<file path="config.mk">
export PLATFORM = sky130hd
export DESIGN_NAME = end_screen_renderer
export DESIGN_NICKNAME = d
export VERILOG_FILES = /design/src/rtl/end_screen_renderer.sv
export SDC_FILE = /design/constraint.sdc
export NUM_CORES = 1
export LEC_CHECK = 0
export BUFFER_PORTS_ARGS = -buffer_cell sky130_fd_sc_hd__buf_2
export CAP_MARGIN = 5
export CORE_ASPECT_RATIO = 0.9
export CORE_MARGIN = 2
export CORE_UTILIZATION = 60
export CTS_CLUSTER_SIZE = 28
export DETAILED_ROUTE_END_ITERATION = 7
export GPL_TIMING_DRIVEN = 0
export PLACE_DENSITY_LB_ADDON = 0.2
export SLEW_MARGIN = 25
export SYNTH_ARGS = -nofsm -noshare
export SYNTH_HDL_FRONTEND = slang
export SYNTH_SLANG_ARGS = --single-unit
</file>
<file path="constraint.sdc">
create_clock -name Clk -period 22.6 [get_ports Clk]
set_input_delay 2.26 -clock Clk [delete_from_list [all_inputs] [get_ports Clk]]
set_output_delay 2.26 -clock Clk [all_outputs]
set_load 0.02 [all_outputs]
</file>
<file path="src/rtl/end_screen_renderer.sv">
// End-of-game screen renderer: win/lose glyph over a gradient background,
// per-frame fade-in and a blinking decimal score converted by double-dabble.
module end_screen_renderer #(
  parameter int CENTER_X     = 320,
  parameter int CENTER_Y     = 240,
  parameter int CELL_SHIFT   = 4,
  parameter int SCORE_W      = 14,
  parameter int SCORE_DIGITS = 3,
  parameter int DIGIT_SHIFT  = 2,
  parameter int DIGIT_Y      = 352,
  parameter int FADE_INC     = 8,
  parameter int BLINK_FRAMES = 30
) (
  input  logic               Clk,
  input  logic               Reset,
  input  logic               frame_tick,
  input  logic               is_won,
  input  logic               is_lost,
  input  logic [SCORE_W-1:0] score,
  input  logic [9:0]         DrawX,
  input  logic [9:0]         DrawY,
  output logic [7:0]         VGA_R,
  output logic [7:0]         VGA_G,
  output logic [7:0]         VGA_B,
  output logic               busy
);

  localparam int BCD_W       = 4 * SCORE_DIGITS;
  localparam int DIG_PX      = 5 << DIGIT_SHIFT;
  localparam int DIG_H       = 7 << DIGIT_SHIFT;
  localparam int STRIP_X0    = CENTER_X - (SCORE_DIGITS * DIG_PX) / 2;
  localparam int SCORE_LIMIT = 10 ** SCORE_DIGITS;
  localparam int CNT_W       = (SCORE_W > 1) ? $clog2(SCORE_W) : 1;
  localparam int BLINK_W     = (BLINK_FRAMES > 1) ? $clog2(BLINK_FRAMES) : 1;

  localparam logic signed [11:0] CX_S     = 12'(CENTER_X);
  localparam logic signed [11:0] CY_S     = 12'(CENTER_Y);
  localparam logic signed [11:0] X0_S     = 12'(STRIP_X0);
  localparam logic signed [11:0] Y0_S     = 12'(DIGIT_Y);
  localparam logic signed [11:0] DIG_PX_S = 12'(DIG_PX);
  localparam logic signed [11:0] DIG_H_S  = 12'(DIG_H);

  typedef enum logic [1:0] {IDLE, CONVERT, FADE, SHOW} state_t;

  function automatic logic [7:0] sat_sub8(input logic [7:0] a, input logic [7:0] b);
    return (a > b) ? (a - b) : 8'd0;
  endfunction

  function automatic logic [7:0] sat_add8(input logic [7:0] a, input logic [7:0] b);
    logic [8:0] s;
    s = {1'b0, a} + {1'b0, b};
    return s[8] ? 8'hFF : s[7:0];
  endfunction

  function automatic logic [7:0] fade_scale(input logic [7:0] c, input logic [7:0] f);
    logic [15:0] p;
    p = {8'd0, c} * {8'd0, f};
    return p[15:8];
  endfunction

  function automatic logic [BCD_W-1:0] dabble_step(input logic [BCD_W-1:0] bcd,
                                                   input logic bit_in);
    logic [BCD_W-1:0] adj;
    adj = bcd;
    for (int i = 0; i < SCORE_DIGITS; i++)
      if (adj[4*i +: 4] >= 4'd5) adj[4*i +: 4] = adj[4*i +: 4] + 4'd3;
    return {adj[BCD_W-2:0], bit_in};
  endfunction

  // Segment order {a,b,c,d,e,f,g}
  function automatic logic [6:0] seg_decode(input logic [3:0] d);
    case (d)
      4'd0:    return 7'b1111110;
      4'd1:    return 7'b0110000;
      4'd2:    return 7'b1101101;
      4'd3:    return 7'b1111001;
      4'd4:    return 7'b0110011;
      4'd5:    return 7'b1011011;
      4'd6:    return 7'b1011111;
      4'd7:    return 7'b1110000;
      4'd8:    return 7'b1111111;
      4'd9:    return 7'b1111011;
      default: return 7'b0000000;
    endcase
  endfunction

  function automatic logic seg_cell(input logic [6:0] s, input logic [2:0] col,
                                    input logic [2:0] row);
    return (s[6] && row == 3'd0) ||
           (s[0] && row == 3'd3) ||
           (s[3] && row == 3'd6) ||
           (s[5] && col == 3'd3 && row <= 3'd3) ||
           (s[1] && col == 3'd0 && row <= 3'd3) ||
           (s[4] && col == 3'd3 && row >= 3'd3) ||
           (s[2] && col == 3'd0 && row >= 3'd3);
  endfunction

  state_t             state;
  logic               won_q;
  logic [SCORE_W-1:0] bin_q;
  logic [BCD_W-1:0]   bcd_q;
  logic [CNT_W-1:0]   cnt_q;
  logic [7:0]         fade_q;
  logic [BLINK_W-1:0] blink_q;
  logic               vis_q;

  logic [SCORE_W-1:0] score_sat;
  logic [7:0]         fade_nxt;

  // Clamping before conversion keeps the BCD register at SCORE_DIGITS digits
  assign score_sat = (32'(score) >= 32'(SCORE_LIMIT)) ? SCORE_W'(SCORE_LIMIT - 1) : score;
  assign fade_nxt  = sat_add8(fade_q, 8'(FADE_INC));

  always_ff @(posedge Clk or posedge Reset) begin
    if (Reset) begin
      state   <= IDLE;
      busy    <= 1'b0;
      won_q   <= 1'b0;
      bin_q   <= '0;
      bcd_q   <= '0;
      cnt_q   <= '0;
      fade_q  <= 8'd0;
      blink_q <= '0;
      vis_q   <= 1'b0;
    end else if (state == IDLE) begin
      if (is_won || is_lost) begin
        won_q <= is_won;
        bin_q <= score_sat;
        bcd_q <= '0;
        cnt_q <= '0;
        busy  <= 1'b1;
        state <= CONVERT;
      end
    end else if (!is_won && !is_lost) begin
      state   <= IDLE;
      busy    <= 1'b0;
      fade_q  <= 8'd0;
      blink_q <= '0;
    end else begin
      case (state)
        CONVERT: begin
          bcd_q <= dabble_step(bcd_q, bin_q[SCORE_W-1]);
          bin_q <= bin_q << 1;
          if (cnt_q == CNT_W'(SCORE_W - 1)) begin
            state  <= FADE;
            busy   <= 1'b0;
            fade_q <= 8'd0;
            vis_q  <= 1'b1;
          end else begin
            cnt_q <= cnt_q + 1'b1;
          end
        end
        FADE: begin
          if (frame_tick) begin
            fade_q <= fade_nxt;
            if (fade_nxt == 8'hFF) begin
              state   <= SHOW;
              blink_q <= '0;
              vis_q   <= 1'b1;
            end
          end
        end
        SHOW: begin
          if (frame_tick) begin
            if (blink_q == BLINK_W'(BLINK_FRAMES - 1)) begin
              blink_q <= '0;
              vis_q   <= ~vis_q;
            end else begin
              blink_q <= blink_q + 1'b1;
            end
          end
        end
        default: state <= IDLE;
      endcase
    end
  end

  // Stage p0: pixel classification from DrawX/DrawY
  logic signed [11:0] dx_p0, dy_p0, adx_p0;
  logic               glyph_p0;

  always_comb begin
    dx_p0    = (CX_S - $signed({2'b00, DrawX})) >>> CELL_SHIFT;
    dy_p0    = (CY_S - $signed({2'b00, DrawY})) >>> CELL_SHIFT;
    adx_p0   = dx_p0[11] ? -dx_p0 : dx_p0;
    glyph_p0 = (dy_p0 == 12'sd2 && dx_p0 == 12'sd0) ||
               (dy_p0 == 12'sd1 && adx_p0 <= 12'sd1) ||
               (dy_p0 == 12'sd0 && adx_p0 <= 12'sd4) ||
               (dy_p0 >= -12'sd3 && dy_p0 <= -12'sd1 && adx_p0 <= 12'sd5);
  end

  logic signed [11:0] rel_x_p0, rel_y_p0, lo_p0, off_p0;
  logic [2:0]         col_p0, row_p0;
  logic [3:0]         dval_p0;
  logic               lead_p0, digit_p0;

  always_comb begin
    rel_x_p0 = $signed({2'b00, DrawX}) - X0_S;
    rel_y_p0 = $signed({2'b00, DrawY}) - Y0_S;
    lo_p0    = 12'sd0;
    off_p0   = 12'sd0;
    col_p0   = 3'd0;
    row_p0   = 3'd0;
    dval_p0  = 4'd0;
    lead_p0  = 1'b1;
    digit_p0 = 1'b0;
    for (int i = 0; i < SCORE_DIGITS; i++) begin
      dval_p0 = bcd_q[4*(SCORE_DIGITS-1-i) +: 4];
      lead_p0 = lead_p0 & (dval_p0 == 4'd0);
      lo_p0   = 12'(i * DIG_PX);
      if (rel_x_p0 >= lo_p0 && rel_x_p0 < lo_p0 + DIG_PX_S &&
          rel_y_p0 >= 12'sd0 && rel_y_p0 < DIG_H_S) begin
        off_p0 = rel_x_p0 - lo_p0;
        col_p0 = 3'(off_p0 >>> DIGIT_SHIFT);
        row_p0 = 3'(rel_y_p0 >>> DIGIT_SHIFT);
        // Leading zeros go dark, but the units digit always shows
        if (!(lead_p0 && i != SCORE_DIGITS - 1) && col_p0 != 3'd4 &&
            seg_cell(seg_decode(dval_p0), col_p0, row_p0))
          digit_p0 = 1'b1;
      end
    end
    digit_p0 = digit_p0 & vis_q;
  end

  logic       vld_p0;
  logic [7:0] r_p0, g_p0, b_p0;

  always_comb begin
    vld_p0 = (state == FADE) || (state == SHOW);
    if (glyph_p0) begin
      r_p0 = 8'hFF; g_p0 = 8'hFF; b_p0 = 8'hFF;
    end else if (digit_p0) begin
      r_p0 = 8'hFF; g_p0 = 8'hFF; b_p0 = 8'h00;
    end else if (won_q) begin
      r_p0 = sat_sub8(8'h7F, {1'b0, DrawX[9:3]});
      g_p0 = 8'hB0;
      b_p0 = 8'h8A;
    end else begin
      r_p0 = 8'hFF;
      g_p0 = 8'h7A;
      b_p0 = sat_sub8(8'h29, {1'b0, DrawY[9:3]});
    end
    if (state == FADE) begin
      r_p0 = fade_scale(r_p0, fade_q);
      g_p0 = fade_scale(g_p0, fade_q);
      b_p0 = fade_scale(b_p0, fade_q);
    end
    if (!vld_p0) begin
      r_p0 = 8'd0; g_p0 = 8'd0; b_p0 = 8'd0;
    end
  end

  // Stage p1: registered VGA outputs
  always_ff @(posedge Clk or posedge Reset) begin
    if (Reset) begin
      VGA_R <= 8'd0;
      VGA_G <= 8'd0;
      VGA_B <= 8'd0;
    end else begin
      VGA_R <= r_p0;
      VGA_G <= g_p0;
      VGA_B <= b_p0;
    end
  end

endmodule

</file>
---- After elaboration in Yosys (flattened, before gate mapping) ----
Memories as Yosys holds them, arrays and structs flattened.
Cells that the tools add are included.
cells by class
  add/sub/neg operators ................... 15
  multipliers ............................. 3
  divide/modulo/power cells ............... 0
  order comparisons ....................... 21
  equality and inequality tests ........... 32
  shift-type cells ........................ 0
  multiplexer cells ....................... 73
  bitwise logic cells ..................... 5
  reductions and logical operators ........ 103
operators by type and width
  kind                                                                                   count
  8-bit two-way mux                                                                      21
  14-bit two-way mux                                                                     5
  12-bit two-way mux                                                                     5
  1-bit logical AND                                                                      53
  8-bit by 8-bit multiplier with 16-bit output                                           3
  4-bit two-way mux                                                                      7
  5-bit two-way mux                                                                      5
  12-bit by 4-bit <= comparator with 1-bit output, second input constant                 2
  12-bit zero test                                                                       2
  3-bit != test, second input constant                                                   8
  1-bit logical OR                                                                       23
  11-bit by 1-bit greater-or-equal comparator with 1-bit output, second input constant   2
  11-bit by 6-bit less-than comparator with 1-bit output, second input constant          2
  11-bit by 7-bit less-than comparator with 1-bit output, second input constant          2
  10-bit by 9-bit subtractor with 11-bit output, second input constant                   2
  7-bit two-way mux                                                                      3
  1-bit two-way mux                                                                      16
  8-bit case mux with 2 select lines                                                     1
  3-bit nonzero test                                                                     5
  14-bit by 10-bit greater-or-equal comparator with 1-bit output, second input constant  1
  2-bit != test, second input constant                                                   7
  3-bit by 2-bit equality test with 1-bit output, second input constant                  4
  4-bit by 3-bit greater-or-equal comparator with 1-bit output, second input constant    3
  12-bit by 2-bit <= comparator with 1-bit output, second input constant                 1
  other kinds (46)                                                                       69
word-level totals
  register bits after elaboration ......... 72
  latch bits .............................. 0
  RAM bits ................................ 0
  memory bits (read-only) ................. 336
  input bits .............................. 39
  output and inout bits ................... 25
  word-level logic and storage cells ...... 267
  memories ................................ 3
memories
  memory           depth  width  rd ports  clocked after Yosys merged registers in  wr ports  RTL line  source
  (no name shown)  16     7      1         0                                        0         72        case (d)
  (no name shown)  16     7      1         0                                        0         72
  (no name shown)  16     7      1         0                                        0         72

---- Logic depth before layout (Yosys ltp) ----
  depth after elaboration ................. 26
  depth in mapped cells ................... 38
  depth with buffers taken out ............ 35

---- Worst setup path before layout ----
Ideal clock, no wire load.
  kind .................................... in2reg
  start point ............................. input port DrawX[1]
  end point ............................... register VGA_G[7]
  library setup time ...................... 121 ps
  arrival ................................. 9481 ps
  data required time ...................... 22479 ps
  path slack .............................. 12998 ps
  cell stages on the path ................. 33
  path buffers ............................ 4
  path through ............................ clkbuf_1 -> inv_1 -> ha_1 -> buf_2 -> xor2_4 -> ha_1 -> nor2b_1 -> nand4_1 -> o211ai_1 -> a221oi_1 -> o32ai_1 -> o2111a_1 -> or3_1 -> nor2_1 -> buf_2 -> buf_1 -> nor2_1 -> fa_1 -> fa_1 -> inv_1 -> fa_1 -> inv_1 -> fa_1 -> ha_1 -> o21a_1 -> o21a_1 -> o21ai_0 -> a21boi_0 -> o211ai_1 -> a21oi_1 -> a2111oi_0 -> xnor2_1 -> a22o_1
on the way
  word-level cells in the longest chain between the ends .. 21
  elaborated cells on any way between the ends .. 94
  those cells by class .................... 5 x add/sub; 1 x mul; 9 x order compare; 6 x eq/ne; 11 x mux; 1 x bitwise; 61 x reduce/logical
ends and longest elaborated chain
  item                                                                                                    RTL line  source
  start: declaration                                                                                      20        input logic [9:0] DrawX,
  parallel branches: the longest is 17 deep, another holds 10-bit by 9-bit subtractor with 11-bit output  n/a
  8-bit two-way mux *                                                                                     230       if (glyph_p0) begin
  8-bit by 8-bit multiplier with 16-bit output                                                            57        p = {8'd0, c} * {8'd0, f};
  8-bit two-way mux *                                                                                     243       if (state == FADE) begin
  8-bit two-way mux *                                                                                     248       if (!vld_p0) begin
  named net g_p0[7]                                                                                       226       logic [7:0] r_p0, g_p0, b_p0;
  end signal: assignment                                                                                  261       VGA_G <= g_p0;
  end: declaration                                                                                        23        output logic [7:0] VGA_G,
Mark *: on every way through the listed nets, which the timed path passes.
A chain may end at the register's enable or synchronous reset.

---- Final worst setup path ----
Ends and elaborated chain as after synthesis.

==> impl_metrics.tcl <==
set metrics [dict create \
    postCtsResizedCells 0 \
    synth-async-reset-ratio 1.00 \
    multi_input_area_mm2 0.00825 \
    slew_headroom 0.402 \
    max_cap_viol_count 0 \
    sequentialPowerShare 0.282 \
    worstHoldPathCells 2 \
    cts_tree "built" \
    tightest_slew_ps 887 \
    drt-pass1-iter-count 5 \
    hp-class "reg -> reg" \
    power.leakage_nw 6.20 \
    grt_pass1_wl_um 47300 \
    drc 0 \
    antenna_found_initial 0 \
    pin_count 64 \
    synthFlopType "dfrtp_1" \
    die_x_um 147 \
    core_area_mm2 0.0182 \
    endpoint_kind "flip-flop" \
    avgRoutedWirePerCell_um 17.7 \
    gr-total-overflow 0 \
    clk_latency_ps 360 \
    synth_cell_types 84 \
    synthCells 1295 \
    postCtsSetupRepairBufs 0 \
    pwr-share-comb 0.438 \
    max_freq_mhz 94.5 \
    drt_iter0_drc 834 \
    yosysWarnings 0 \
    critical_path_class "in -> reg" \
    syn-num-nets 1581 \
    setup_slack_ps 12020 \
    detail-route-antenna-nets 0 \
    ys_ff_latch 72 \
    powerDensity_mw_per_mm2 51.0 \
    cp-start-kind "input pin" \
    slowest_stage "a2111oi_0" \
    cp_max_fo 10 \
    worst-r2r-cell-count 33 \
    fin_skew_ps 14.3 \
    root_buffer "clkbuf_16" \
    htreeDepth 3 \
    critPathArrivalTime_ps 10820 \
    p_sw_frac 0.449 \
    nets 1651 \
    fin_crit_ps 10580 \
    routed_wl_um 28600 \
    period_share 0.468 \
    first_global_vias 9433 \
    power.share.clock 0.280 \
    place_congestion 0.930 \
    cts.sinks 72 \
    switching_power_uw 274 \
    setup_viol_count_final 0 \
    seq_area_mm2 0.00180 \
    vias 9696 \
    outcome "finished clean" \
    nFillCells 1535 \
    cts_hold_buf 0 \
    path_clk_slew_ps 70 \
    syn-mean-instance-area_um2 8.51 \
    antenna_cells 0 \
    post-place-ws_ps 11730 \
    area_growth_pct 8.66 \
    initial_utilization 0.607 \
    ctsLongestPathBuffers 2 \
    report.final.hold_viol_count 0 \
    drive_gt1_frac 0.0818 \
    required_ps 22840 \
    grt_start_max_net_pins 43 \
    path_buf_inv 10 \
    dp_hpwl_um 21900 \
    drv_slew 0 \
    seq_area_frac_synth 0.163 \
    syn_area_mm2 0.0110 \
    fp.dieArea_mm2 0.0195 \
    path_depth 38 \
    final.setup.tns_ps 0 \
    synth_edf_count 0 \
    cts_buffers 9 \
    drt-vias-per-instance 6.00 \
    cp_top_family "compound AO/OA/AOI/OAI gates" \
    p_int_uw 337 \
    slowest_delay_ps 570 \
    numPortBuffers 58 \
    die_h_um 133 \
    ir_worst_vdd_mv 0.0442 \
    num_rows 47 \
    grt_usage 0.303 \
    whs_ps 481 \
    grt_setup_unrepaired "no" \
]
-- path summary, 6_finish.rpt --
path / start / endpoint / slack (ps)
worst max-delay path: DrawX[1] / VGA_G[7] / 12020
worst min-delay path: bin_q[8] / bin_q[8] / 480
worst max register to register: bcd_q[9] / VGA_G[7] / 14140
worst min register to register: bin_q[8] / bin_q[8] / 480
max in group asynchronous: Reset / fade_q[5] / 20030
min in group asynchronous: Reset / bin_q[2] / 1990
-- Yosys cell counts, drive strengths merged (4+ instances only) --
master,n,area [um2]
or3,16,105
xnor2,20,175
nor3,19,95.1
o211ai,7,52.6
nor2,56,210
a22o,13,114
buf,16,75.1
inv,188,706
o22ai,8,50.1
nand4,13,81.3
nand2,106,398
a21oi,77,385
xor2,12,124
a22oi,4,30.0
o21ai,87,439
fa,105,2100
mux2i,8,80.1
a211o,5,43.8
ha,142,1780
nand3b,4,30.0
nor3b,6,50.1
nor2b,17,106
clkbuf,47,176
a32o,9,90.1
a31oi,7,43.8
o31ai,8,60.1
a21o,14,105
o21a,12,90.1
and2,61,382
a21boi,4,30.0
and3,7,43.8
o41ai,5,51.3
a211oi,4,42.5
nand3,27,140
nor4,13,106
or2,8,50.1
clkinv,5,18.8
o2111ai,5,43.8
nand2b,12,75.1
dfrtp,72,1800
-- registers in the layout, indices dropped and copies added, names as in the netlist --
name     count
VGA_B        8
VGA_G        8
VGA_R        8
bcd_q       12
bin_q       14
blink_q      5
busy         1
cnt_q        4
fade_q       8
state        2
vis_q        1
won_q        1
-- cell families (layout without fill, tap and decap cells) --
| group | after synthesis | in the layout | synth area share |
|---|---|---|---|
| adder cells (fa/ha/maj) | 247 | 247 | 0.352 |
| AND/OR/NAND/NOR | 376 | 376 | 0.180 |
| multiplexers | 8 | 8 | 0.00726 |
| AO/OA/AOI/OAI | 304 | 304 | 0.182 |
| XOR/XNOR | 32 | 32 | 0.0271 |
| buffers and inverters | 256 | 331 | 0.0885 |
| flip-flops | 72 | 72 | 0.163 |
-- power groups by stage --
stage / clock [mW] / combinational, mW / sequential (mW)
2_1_floorplan: 0 / 0.177 / 0.176
3_3_place_gp: 0 / 0.257 / 0.172
3_5_place_dp: 0 / 0.263 / 0.173
4_1_cts: 0.172 / 0.265 / 0.172
5_1_grt: 0.177 / 0.297 / 0.175
6_report: 0.171 / 0.267 / 0.172
-- worst min-delay path: stages, from the launching register on --
cell     delay (ps)
dfrtp_1         340
nand2_1          50
o21ai_0          60
-- placed cells by master, fill, tap and decap left out, drive strengths merged, types with 16 or more instances in the layout --
master | synthesis | layout
fa | 105 | 105
nand3 | 27 | 27
nor2b | 17 | 17
nor3 | 19 | 19
xnor2 | 20 | 20
or3 | 16 | 16
and2 | 61 | 61
ha | 142 | 142
a21oi | 77 | 77
o21ai | 87 | 87
clkbuf | 47 | 56
inv | 188 | 192
buf | 16 | 75
nand2 | 106 | 106
dfrtp | 72 | 72
nor2 | 56 | 56
-- through the flow --
stage               utilization  cells  cell area, um2  total power, mW
finish                    0.659   1615           12000            0.611
global placement          0.640   1598           11600            0.429
global route              0.659   1615           12000            0.649
detailed placement        0.641   1599           11600            0.437
CTS                       0.659   1615           12000            0.609
floorplan                     -   1295           11000            0.353
-- per-layer routing --
layer  wire (um)  GRT usage  up-vias  share of wire
li1            -          -     4547              -
met1       13200      0.440     4713           0.46
met2       12600      0.467      395           0.44
met3        2090     0.0534       41          0.073
met4         659     0.0890        0          0.023
met5           0          0        -              0
-- cell type report --
class / instances / share of cell area
inverters: 193 / 0.0607
well taps: 245 / 0.0256
flip-flops and latches: 72 / 0.150
repair buffers: 59 / 0.0259
clock inverters: 7 / 0.00919
plain buffers: 63 / 0.0210
multi-input cells: 967 / 0.688
clock buffers: 9 / 0.0188
Power figures use the tool's default switching activity.
